[src/rtl/cla_pipe_accumulator_pkg.sv]
// Shared DDSM definitions: default accumulator geometry and the width check used
// at elaboration by the pipelined CLA accumulator.
package cla_pipe_accumulator_pkg;

    localparam int P_DATA_WIDTH_DFLT = 24;
    localparam int P_SEG_WIDTH_DFLT  = 4;

    // A usable geometry has positive widths and whole segments only.
    function automatic bit seg_width_ok(input int data_width, input int seg_width);
        if ((seg_width <= 0) || (data_width <= 0)) begin
            return 1'b0;
        end else begin
            return ((data_width % seg_width) == 0);
        end
    endfunction

endpackage

[src/rtl/cla_pipe_accumulator_segment.sv]
// One carry-lookahead segment: generate/propagate per bit, carry chain, sum = p ^ c.
// Purely combinational; the top level registers around it.
module cla_segment
    import cla_pipe_accumulator_pkg::*;
#(
    parameter int P_SEG_WIDTH = P_SEG_WIDTH_DFLT
) (
    input  logic [P_SEG_WIDTH-1:0] a_i,
    input  logic [P_SEG_WIDTH-1:0] b_i,
    input  logic                   cin_i,
    output logic [P_SEG_WIDTH-1:0] sum_o,
    output logic                   cout_o
);

    logic [P_SEG_WIDTH-1:0] g_s;
    logic [P_SEG_WIDTH-1:0] p_s;
    logic [P_SEG_WIDTH:0]   c_s;

    assign g_s = a_i & b_i;
    assign p_s = a_i ^ b_i;

    // Carry chain held in a local variable so the vector has no self-dependence.
    always_comb begin
        logic carry_v;
        carry_v = cin_i;
        c_s     = '0;
        for (int i = 0; i < P_SEG_WIDTH; i++) begin
            c_s[i]  = carry_v;
            carry_v = g_s[i] | (p_s[i] & carry_v);
        end
        c_s[P_SEG_WIDTH] = carry_v;
    end

    assign sum_o  = p_s ^ c_s[P_SEG_WIDTH-1:0];
    assign cout_o = c_s[P_SEG_WIDTH];

endmodule

[src/rtl/cla_pipe_accumulator.sv]
// Pipelined carry-lookahead accumulator (DDSM first-order MASH stage): one CLA segment
// per pipeline stage, skewed input slices and de-skewed outputs, one sample per clock.
module cla_pipe_accumulator
    import cla_pipe_accumulator_pkg::*;
#(
    parameter int P_DATA_WIDTH = P_DATA_WIDTH_DFLT,
    parameter int P_SEG_WIDTH  = P_SEG_WIDTH_DFLT
) (
    input  logic                    i_clk,
    input  logic                    i_rst_n,
    input  logic                    i_valid,
    input  logic [P_DATA_WIDTH-1:0] i_data,
    input  logic                    i_cin,
    output logic                    o_valid,
    output logic [P_DATA_WIDTH-1:0] o_sum,
    output logic                    o_cout
);

    localparam int P_NUM_SEG = P_DATA_WIDTH / P_SEG_WIDTH;

    if (!seg_width_ok(P_DATA_WIDTH, P_SEG_WIDTH)) begin : g_width_check
        $fatal(1, "cla_pipe_accumulator: data width must be a multiple of segment width");
    end

    // vld_s[k] is the sample strobe delayed k cycles; it enables segment k.
    logic [P_NUM_SEG:1]   vld_q;
    logic [P_NUM_SEG:0]   vld_s;
    logic [P_NUM_SEG-1:0] carry_s;

    assign vld_s = {vld_q, i_valid};

    // Valid pipeline shared by the skew lines, segments and deskew lines.
    always_ff @(posedge i_clk) begin
        if (!i_rst_n) begin
            vld_q <= '0;
        end else begin
            vld_q <= vld_s[P_NUM_SEG-1:0];
        end
    end

    for (genvar k = 0; k < P_NUM_SEG; k++) begin : g_seg
        logic [P_SEG_WIDTH-1:0] b_s;
        logic [P_SEG_WIDTH-1:0] sum_s;
        logic [P_SEG_WIDTH-1:0] acc_q;
        logic [P_SEG_WIDTH-1:0] acc_d;
        logic                   cin_s;
        logic                   cout_s;
        logic                   carry_q;
        logic                   carry_d;

        if (k == 0) begin : g_in0
            assign b_s   = i_data[P_SEG_WIDTH-1:0];
            assign cin_s = i_cin;
        end else begin : g_skew
            logic [P_SEG_WIDTH-1:0] skew_q [1:k];

            // Input slice delay line; each stage advances only with its own strobe.
            always_ff @(posedge i_clk) begin
                if (!i_rst_n) begin
                    for (int j = 1; j <= k; j++) begin
                        skew_q[j] <= '0;
                    end
                end else begin
                    if (vld_s[0]) begin
                        skew_q[1] <= i_data[k*P_SEG_WIDTH +: P_SEG_WIDTH];
                    end
                    for (int j = 2; j <= k; j++) begin
                        if (vld_s[j-1]) begin
                            skew_q[j] <= skew_q[j-1];
                        end
                    end
                end
            end

            assign b_s   = skew_q[k];
            assign cin_s = carry_s[k-1];
        end

        cla_segment #(
            .P_SEG_WIDTH(P_SEG_WIDTH)
        ) u_cla (
            .a_i   (acc_q),
            .b_i   (b_s),
            .cin_i (cin_s),
            .sum_o (sum_s),
            .cout_o(cout_s)
        );

        // A stalled slice keeps both its accumulator bits and its pending carry.
        always_comb begin
            if (vld_s[k]) begin
                acc_d   = sum_s;
                carry_d = cout_s;
            end else begin
                acc_d   = acc_q;
                carry_d = carry_q;
            end
        end

        // Segment accumulator slice and carry register.
        always_ff @(posedge i_clk) begin
            if (!i_rst_n) begin
                acc_q   <= '0;
                carry_q <= 1'b0;
            end else begin
                acc_q   <= acc_d;
                carry_q <= carry_d;
            end
        end

        assign carry_s[k] = carry_q;

        if (k == P_NUM_SEG - 1) begin : g_out
            assign o_sum[k*P_SEG_WIDTH +: P_SEG_WIDTH] = acc_q;
        end else begin : g_deskew
            localparam int P_DLY = P_NUM_SEG - 1 - k;
            logic [P_SEG_WIDTH-1:0] dsk_q [1:P_DLY];

            // Deskew line so every slice of a sample reaches o_sum in the same cycle.
            always_ff @(posedge i_clk) begin
                if (!i_rst_n) begin
                    for (int m = 1; m <= P_DLY; m++) begin
                        dsk_q[m] <= '0;
                    end
                end else begin
                    if (vld_s[k+1]) begin
                        dsk_q[1] <= acc_q;
                    end
                    for (int m = 2; m <= P_DLY; m++) begin
                        if (vld_s[k+m]) begin
                            dsk_q[m] <= dsk_q[m-1];
                        end
                    end
                end
            end

            assign o_sum[k*P_SEG_WIDTH +: P_SEG_WIDTH] = dsk_q[P_DLY];
        end
    end

    assign o_valid = vld_s[P_NUM_SEG];
    assign o_cout  = carry_s[P_NUM_SEG-1];

endmodule
[config.mk]
export PLATFORM = sky130hd
export DESIGN_NAME = cla_pipe_accumulator
export DESIGN_NICKNAME = d
export VERILOG_FILES = /design/src/rtl/cla_pipe_accumulator_pkg.sv /design/src/rtl/cla_pipe_accumulator_segment.sv /design/src/rtl/cla_pipe_accumulator.sv
export SDC_FILE = /design/constraint.sdc
export NUM_CORES = 1
export LEC_CHECK = 0
export BUFFER_PORTS_ARGS = -buffer_cell sky130_fd_sc_hd__buf_2
export CAP_MARGIN = 20
export CORE_MARGIN = 2
export CORE_UTILIZATION = 32
export CTS_CLUSTER_SIZE = 20
export DETAILED_ROUTE_END_ITERATION = 16
export GPL_TIMING_DRIVEN = 0
export HOLD_SLACK_MARGIN = 0.15
export RECOVER_POWER = 100
export SETUP_SLACK_MARGIN = 0.15
export SLEW_MARGIN = 20
export SYNTH_ARGS = -nofsm -noshare
export SYNTH_HDL_FRONTEND = slang
export SYNTH_HIERARCHICAL = 1
export SYNTH_SLANG_ARGS = --single-unit
[constraint.sdc]
create_clock -name i_clk -period 3 [get_ports i_clk]
set_clock_uncertainty 0.15 [all_clocks]
set_input_delay 0.15 -clock i_clk [delete_from_list [all_inputs] [get_ports i_clk]]
set_output_delay 0.15 -clock i_clk [all_outputs]
set_load 0.02 [all_outputs]
Word level (Yosys, flattened, before mapping)

Memory sizes are Yosys's and may differ from the RTL's.
Index checks and enable logic that the tools add are counted.

Register bits: 36
RAM bits: 120
Input bits: 28
Output and inout bits: 26
Logic and storage cells: 168
Memories kept: 10

Memories:

| name                    | depth | bits a word | read ports | clocked after memory_dff | write ports | line                        | RTL |
|---|---|---|---|---|---|---|---|
| g_seg[0].g_deskew.dsk_q | 5     | 4           | 5          | 0                        | 5           | cla_pipe_accumulator.sv:117 | `logic [P_SEG_WIDTH-1:0] dsk_q [1:P_DLY];` |
| g_seg[5].g_skew.skew_q  | 5     | 4           | 5          | 0                        | 5           | cla_pipe_accumulator.sv:55  | `logic [P_SEG_WIDTH-1:0] skew_q [1:k];` |
| g_seg[1].g_deskew.dsk_q | 4     | 4           | 4          | 0                        | 4           | cla_pipe_accumulator.sv:117 |  |
| g_seg[4].g_skew.skew_q  | 4     | 4           | 4          | 0                        | 4           | cla_pipe_accumulator.sv:55  |  |
| g_seg[2].g_deskew.dsk_q | 3     | 4           | 3          | 0                        | 3           | cla_pipe_accumulator.sv:117 |  |
| g_seg[3].g_skew.skew_q  | 3     | 4           | 3          | 0                        | 3           | cla_pipe_accumulator.sv:55  |  |
| 4 more memories         | -     | -           | -          | -                        | -           | -                           |  |

Mux-type cells: 49
Bitwise logic cells: 96

Operators with widths:

| cell        | number |
|---|---|
| $mux 4      | 30 |
| $or 1x1->1  | 54 |
| $xor 4x4->4 | 12 |
| $and 1x1->1 | 24 |
| $and 4x4->4 | 6 |
| $mux 1      | 19 |

Logic depth before layout (Yosys ltp)

Depth after elaboration: 9
Mapped depth: 10
Gate-level depth less buffers: 10

Cells and area by module

Netlist, hierarchy kept.

Modules (own cells, without submodules):

| module               | instances | cells an instance | area each (um^2) | sequential area each (um^2) |
|---|---|---|---|---|
| cla_pipe_accumulator | 1         | 396               | 5970.7           | 4324.1 |
| cla_segment          | 6         | 14                | 117.6            | 0.0 |

Worst setup path after synthesis

Ideal clock, no wire load.

Path type: reg-to-reg
Start: register g_seg[5].acc_q[0]
End: register g_seg[5].acc_q[3]
Library setup time: 0.116 ns
Arrival: 2.020 ns
Required time: 2.734 ns
Path slack: 0.714 ns
Cell stages (with the launch flop): 11
Buffers on the path: 0
Clock period less this slack: 2.286 ns
Path through: dfxtp_1 > inv_1 > fa_1 > inv_1 > fa_1 > fa_1 > inv_1 > fa_1 > inv_1 > mux2i_1 > nor2b_1

Longest elaborated chain between the ends: 8
Elaborated cells on any way between the ends: 9
Those cells by class: bitwise: 9

Ends and longest elaborated chain:

| item                        | line                               | RTL |
|---|---|---|
| start: declaration          | cla_pipe_accumulator.sv:44         | `logic [P_SEG_WIDTH-1:0] acc_q;` |
| start signal: assignment    | cla_pipe_accumulator.sv:103        | `acc_q <= '0;` |
| start signal: assignment    | cla_pipe_accumulator.sv:106        | `acc_q <= acc_d;` |
| $xor 4x4->4                 | cla_pipe_accumulator_segment.sv:20 | `assign p_s = a_i ^ b_i;` |
| $and 1x1->1                 | cla_pipe_accumulator_segment.sv:29 | `carry_v = g_s[i] \| (p_s[i] & carry_v);` |
| $or 1x1->1 (*)              | cla_pipe_accumulator_segment.sv:29 |  |
| $and 1x1->1 (*)             | cla_pipe_accumulator_segment.sv:29 |  |
| $or 1x1->1 (*)              | cla_pipe_accumulator_segment.sv:29 |  |
| $and 1x1->1 (*)             | cla_pipe_accumulator_segment.sv:29 |  |
| $or 1x1->1 (*)              | cla_pipe_accumulator_segment.sv:29 |  |
| $xor 4x4->4 (*)             | cla_pipe_accumulator_segment.sv:34 | `assign sum_o = p_s ^ c_s[P_SEG_WIDTH-1:0];` |
| named net g_seg[5].sum_s[3] | cla_pipe_accumulator.sv:43         | `logic [P_SEG_WIDTH-1:0] sum_s;` |

Mark *: on every way through the listed nets, which the timed path passes. The rest lies on a longest branch.
A chain may end at the register's enable or synchronous reset.

==> run summary <==
The flow ran to the end, and the final reports show no timing, DRC or antenna violations. The width of the chip came out at 148 um. The number of global-route vias before repair was 3,819.

After clock tree synthesis, the repair step resized 0 gates. The initial antenna violation count was 0. Buffers inserted during clock tree synthesis total 17.

The total routing usage reported by global routing came out at 0.112. After detailed routing, the average wire length per cell comes to 13.0 um. The number of different library cells in the post-synthesis netlist is 15. The layout cell share with drive strength beyond 1 is 0.127. STA puts the critical path data arrival time at 2.59 ns. The floorplan step defined a die boundary enclosing 0.0220 sq mm. The headroom to the max-slew limit is 0.377. The instance count after placement with tap cells included came out at 801. The worst hold path passes through 6 cells. The synthesized netlist net count is 532. The number of remaining DRC errors came out at 0. The I/O pin count came out at 54.

The worst hold path terminates at g_seg[0].acc_q[0]. The most critical setup path has its startpoint at g_seg[1].g_skew.skew_q[1][0]. The element type at the critical path start is a flop.

The number of cells traversed by the worst register-to-register path came out at 10. The chip height came out at 148 um. The clock network latency to the later pin of the worst-skew pair came out at 0.41 ns. The leakage power is 3.55 nW. The number of max-slew violations in the final report came out at 0.

The clock sink count came out at 156. The count of TritonRoute iterations in the first routing pass is 6. The endpoint kind of the worst setup timing path is a flop. The startpoint identified for the worst hold timing path is i_data[0].

At the pin with the least slew margin, the transition time is 0.935 ns. The power per cell area came out at 609 mW/mm^2. The via total after detailed routing came out at 3,605. Static timing analysis puts the maximum clock frequency at 420 MHz. The flip-flop and latch count after synthesis is 156. Yosys printed 6 warnings. In the final design database the tool counted 629 nets. The setup check on the worst reg-to-reg path leaves a slack of 0.62 ns. The layout overhead on the synthesized area came out at 20.4%.

In this run the critical register-to-register path is captured at g_seg[1].acc_q[3]. The register area share after synthesis is 0.648. The weighted congestion at the end of routability-driven global placement is 0.806.

The min-delay analysis places its worst path in the category in2reg. The routed wire length is 11.2 mm. Each instance of the synthesized netlist takes up on average 13.9 sq um. The count of final hold-check violations is 0.

The post-detailed-route count of antenna-violating nets came out at 0. The area of placed instances came out at 0.00727 sq mm. The required time of the critical path is 3.21 ns.

The global-route wire length before repair is 18.8 mm. The cell sitting at the root of the clock tree is a sky130_fd_sc_hd__clkbuf_16. For the final routed database, the setup TNS stands at 0 ns. Summing all non-filler instances in the final layout gives an area of 0.00804 sq mm.

Of all nets on the critical path, the largest fanout is 1. The count of mapped cells out of synthesis is 480. The netlist area before placement is 0.00668 sq mm. The least setup slack across all paths after layout came out at 0.621 ns. The pre-CTS worst setup slack is 0.642 ns. The reported max-cap violation count is 0.

The floorplan has 52 rows. The non-filler instance count after layout came out at 861. In the routed layout, each cell is associated on average with a via count of 4.19. The total congestion overflow after global routing came out at 0. The core footprint is 0.0204 sq mm.

The number of port buffers is 51. The clock tree from TritonCTS is built. The post-detailed-placement half-perimeter wirelength came out at 8.21 mm. The maximum root-to-sink buffer count came out at 2. The initial core utilization came out at 0.328.

The ratio of final minimum period to clock period came out at 0.793. The pin count of the biggest net entering global routing is 21. For this block, the initial DRC count from the detailed router was 187. The startpoint-to-endpoint class of the critical path is reg2reg.

The number of endpoints failing setup at the final stage came out at 0. Hold timing on the final database bottoms out at a slack of 0.169 ns. Clock-pin slew was measured on the worst setup and hold paths at 0.06 ns. Setup repair after global routing left no endpoint under its margin. The worst flop-to-flop path startpoint is g_seg[1].g_skew.skew_q[1][0]. The number of levels in the clock H-tree came out at 4. The highest ir drop seen on vdd came out at 0.386 mV. The worst path needs 2.38 ns of the cycle, external delays included.
==> power breakdown <==
part / internal, mW / total, mW / switching [mW]
Combinational: 0.115 / 0.277 / 0.162
Sequential: 2.43 / 2.46 / 0.0368
Clock: 1.38 / 2.15 / 0.773
==> cell families after synthesis <==
logic type    Yosys count  synth area share
mux                    30            0.0450
simple gates          162             0.152
buf+inv               108            0.0836
fa+ha+maj              24            0.0720
flops                 156             0.648
==> Yosys cell counts <==
master | number | area [sq um]
sky130_fd_sc_hd__and3_1 | 120 | 751
sky130_fd_sc_hd__edfxtp_1 | 120 | 3600
sky130_fd_sc_hd__inv_1 | 60 | 225
sky130_fd_sc_hd__dfxtp_1 | 36 | 721
sky130_fd_sc_hd__mux2i_1 | 30 | 300
sky130_fd_sc_hd__nor2b_1 | 30 | 188
sky130_fd_sc_hd__fa_1 | 24 | 480
sky130_fd_sc_hd__buf_4 | 18 | 135
sky130_fd_sc_hd__clkbuf_1 | 15 | 56.3
sky130_fd_sc_hd__buf_6 | 9 | 101
sky130_fd_sc_hd__and2_1 | 6 | 37.5
sky130_fd_sc_hd__nand2b_1 | 6 | 37.5
sky130_fd_sc_hd__buf_2 | 4 | 20.0
sky130_fd_sc_hd__buf_8 | 1 | 15.0
sky130_fd_sc_hd__clkbuf_2 | 1 | 5.00
==> metrics by stage <==
stage	total power, mW	util
2_1_floorplan	2.68	-
5_1_grt	5.09	0.395
3_3_place_gp	2.76	0.357
4_1_cts	4.96	0.400
6_report	4.89	0.395
3_5_place_dp	2.78	0.357
==> how the worst max path moves through the flow <==
stage,to,slack [ns],cells after the start
after floorplan,g_seg[5].acc_q[3],0.71,10
after global placement,g_seg[4].acc_q[3],0.67,10
after detailed placement,g_seg[1].acc_q[3],0.64,10
after CTS,g_seg[1].acc_q[3],0.60,10
after global routing,g_seg[1].acc_q[3],0.46,10
final,g_seg[1].acc_q[3],0.62,10
==> placed cells by master (no fill, tap or decap), types with 6 or more instances in the layout <==
cell and n:
sky130_fd_sc_hd__and3_1 120, sky130_fd_sc_hd__edfxtp_1 120, sky130_fd_sc_hd__nand2b_1 6, sky130_fd_sc_hd__mux2i_1 30, sky130_fd_sc_hd__clkbuf_16 18, sky130_fd_sc_hd__buf_2 27, sky130_fd_sc_hd__buf_4 18, sky130_fd_sc_hd__clkbuf_1 56
sky130_fd_sc_hd__inv_1 60, sky130_fd_sc_hd__dlygate4sd3_1 27, sky130_fd_sc_hd__fa_1 24, sky130_fd_sc_hd__dfxtp_1 36, sky130_fd_sc_hd__nor2b_1 30
==> flip-flops by register name, summed over array words and instances (netlist names) <==
name                  cells
g_seg.g_deskew.dsk_q     60
o_cout                    1
g_seg.g_skew.skew_q      60
vld_q                     6
g_seg.acc_q              24
g_seg.carry_q             5
==> routing by layer <==
metal,vias to the layer above,part of all wire,GRT usage
li1,1824,-,-
met1,1701,0.47,0.140
met2,68,0.47,0.177
met3,12,0.046,0.0411
met4,0,0.017,0.0414
met5,-,0,0
==> area by class of cell <==
type / instances / area (sq um)
fillers: 1937 / 12300
flip-flops and latches: 156 / 4320
multi-input cells: 216 / 1790
clock buffers: 26 / 531
repair buffers: 78 / 493
well taps: 270 / 338
plain buffers: 48 / 251
inverters: 60 / 225
clock inverters: 6 / 80.1
diodes: 1 / 2.50
==> critical path: stages, from the launching register on <==
cell	delay, ns
sky130_fd_sc_hd__edfxtp_1	0.36
sky130_fd_sc_hd__inv_1	0.09
sky130_fd_sc_hd__fa_1	0.18
sky130_fd_sc_hd__inv_1	0.05
sky130_fd_sc_hd__fa_1	0.39
sky130_fd_sc_hd__fa_1	0.40
sky130_fd_sc_hd__inv_1	0.09
sky130_fd_sc_hd__fa_1	0.40
sky130_fd_sc_hd__inv_1	0.06
sky130_fd_sc_hd__mux2i_1	0.06
sky130_fd_sc_hd__nor2b_1	0.10
==> what timing repair did <==
item,4_1_cts,5_1_grt
buffers inserted,0,0
hold endpoints to repair,31,0
hold buffers,27,0
No activity file was read; power rests on OpenSTA's default activity.
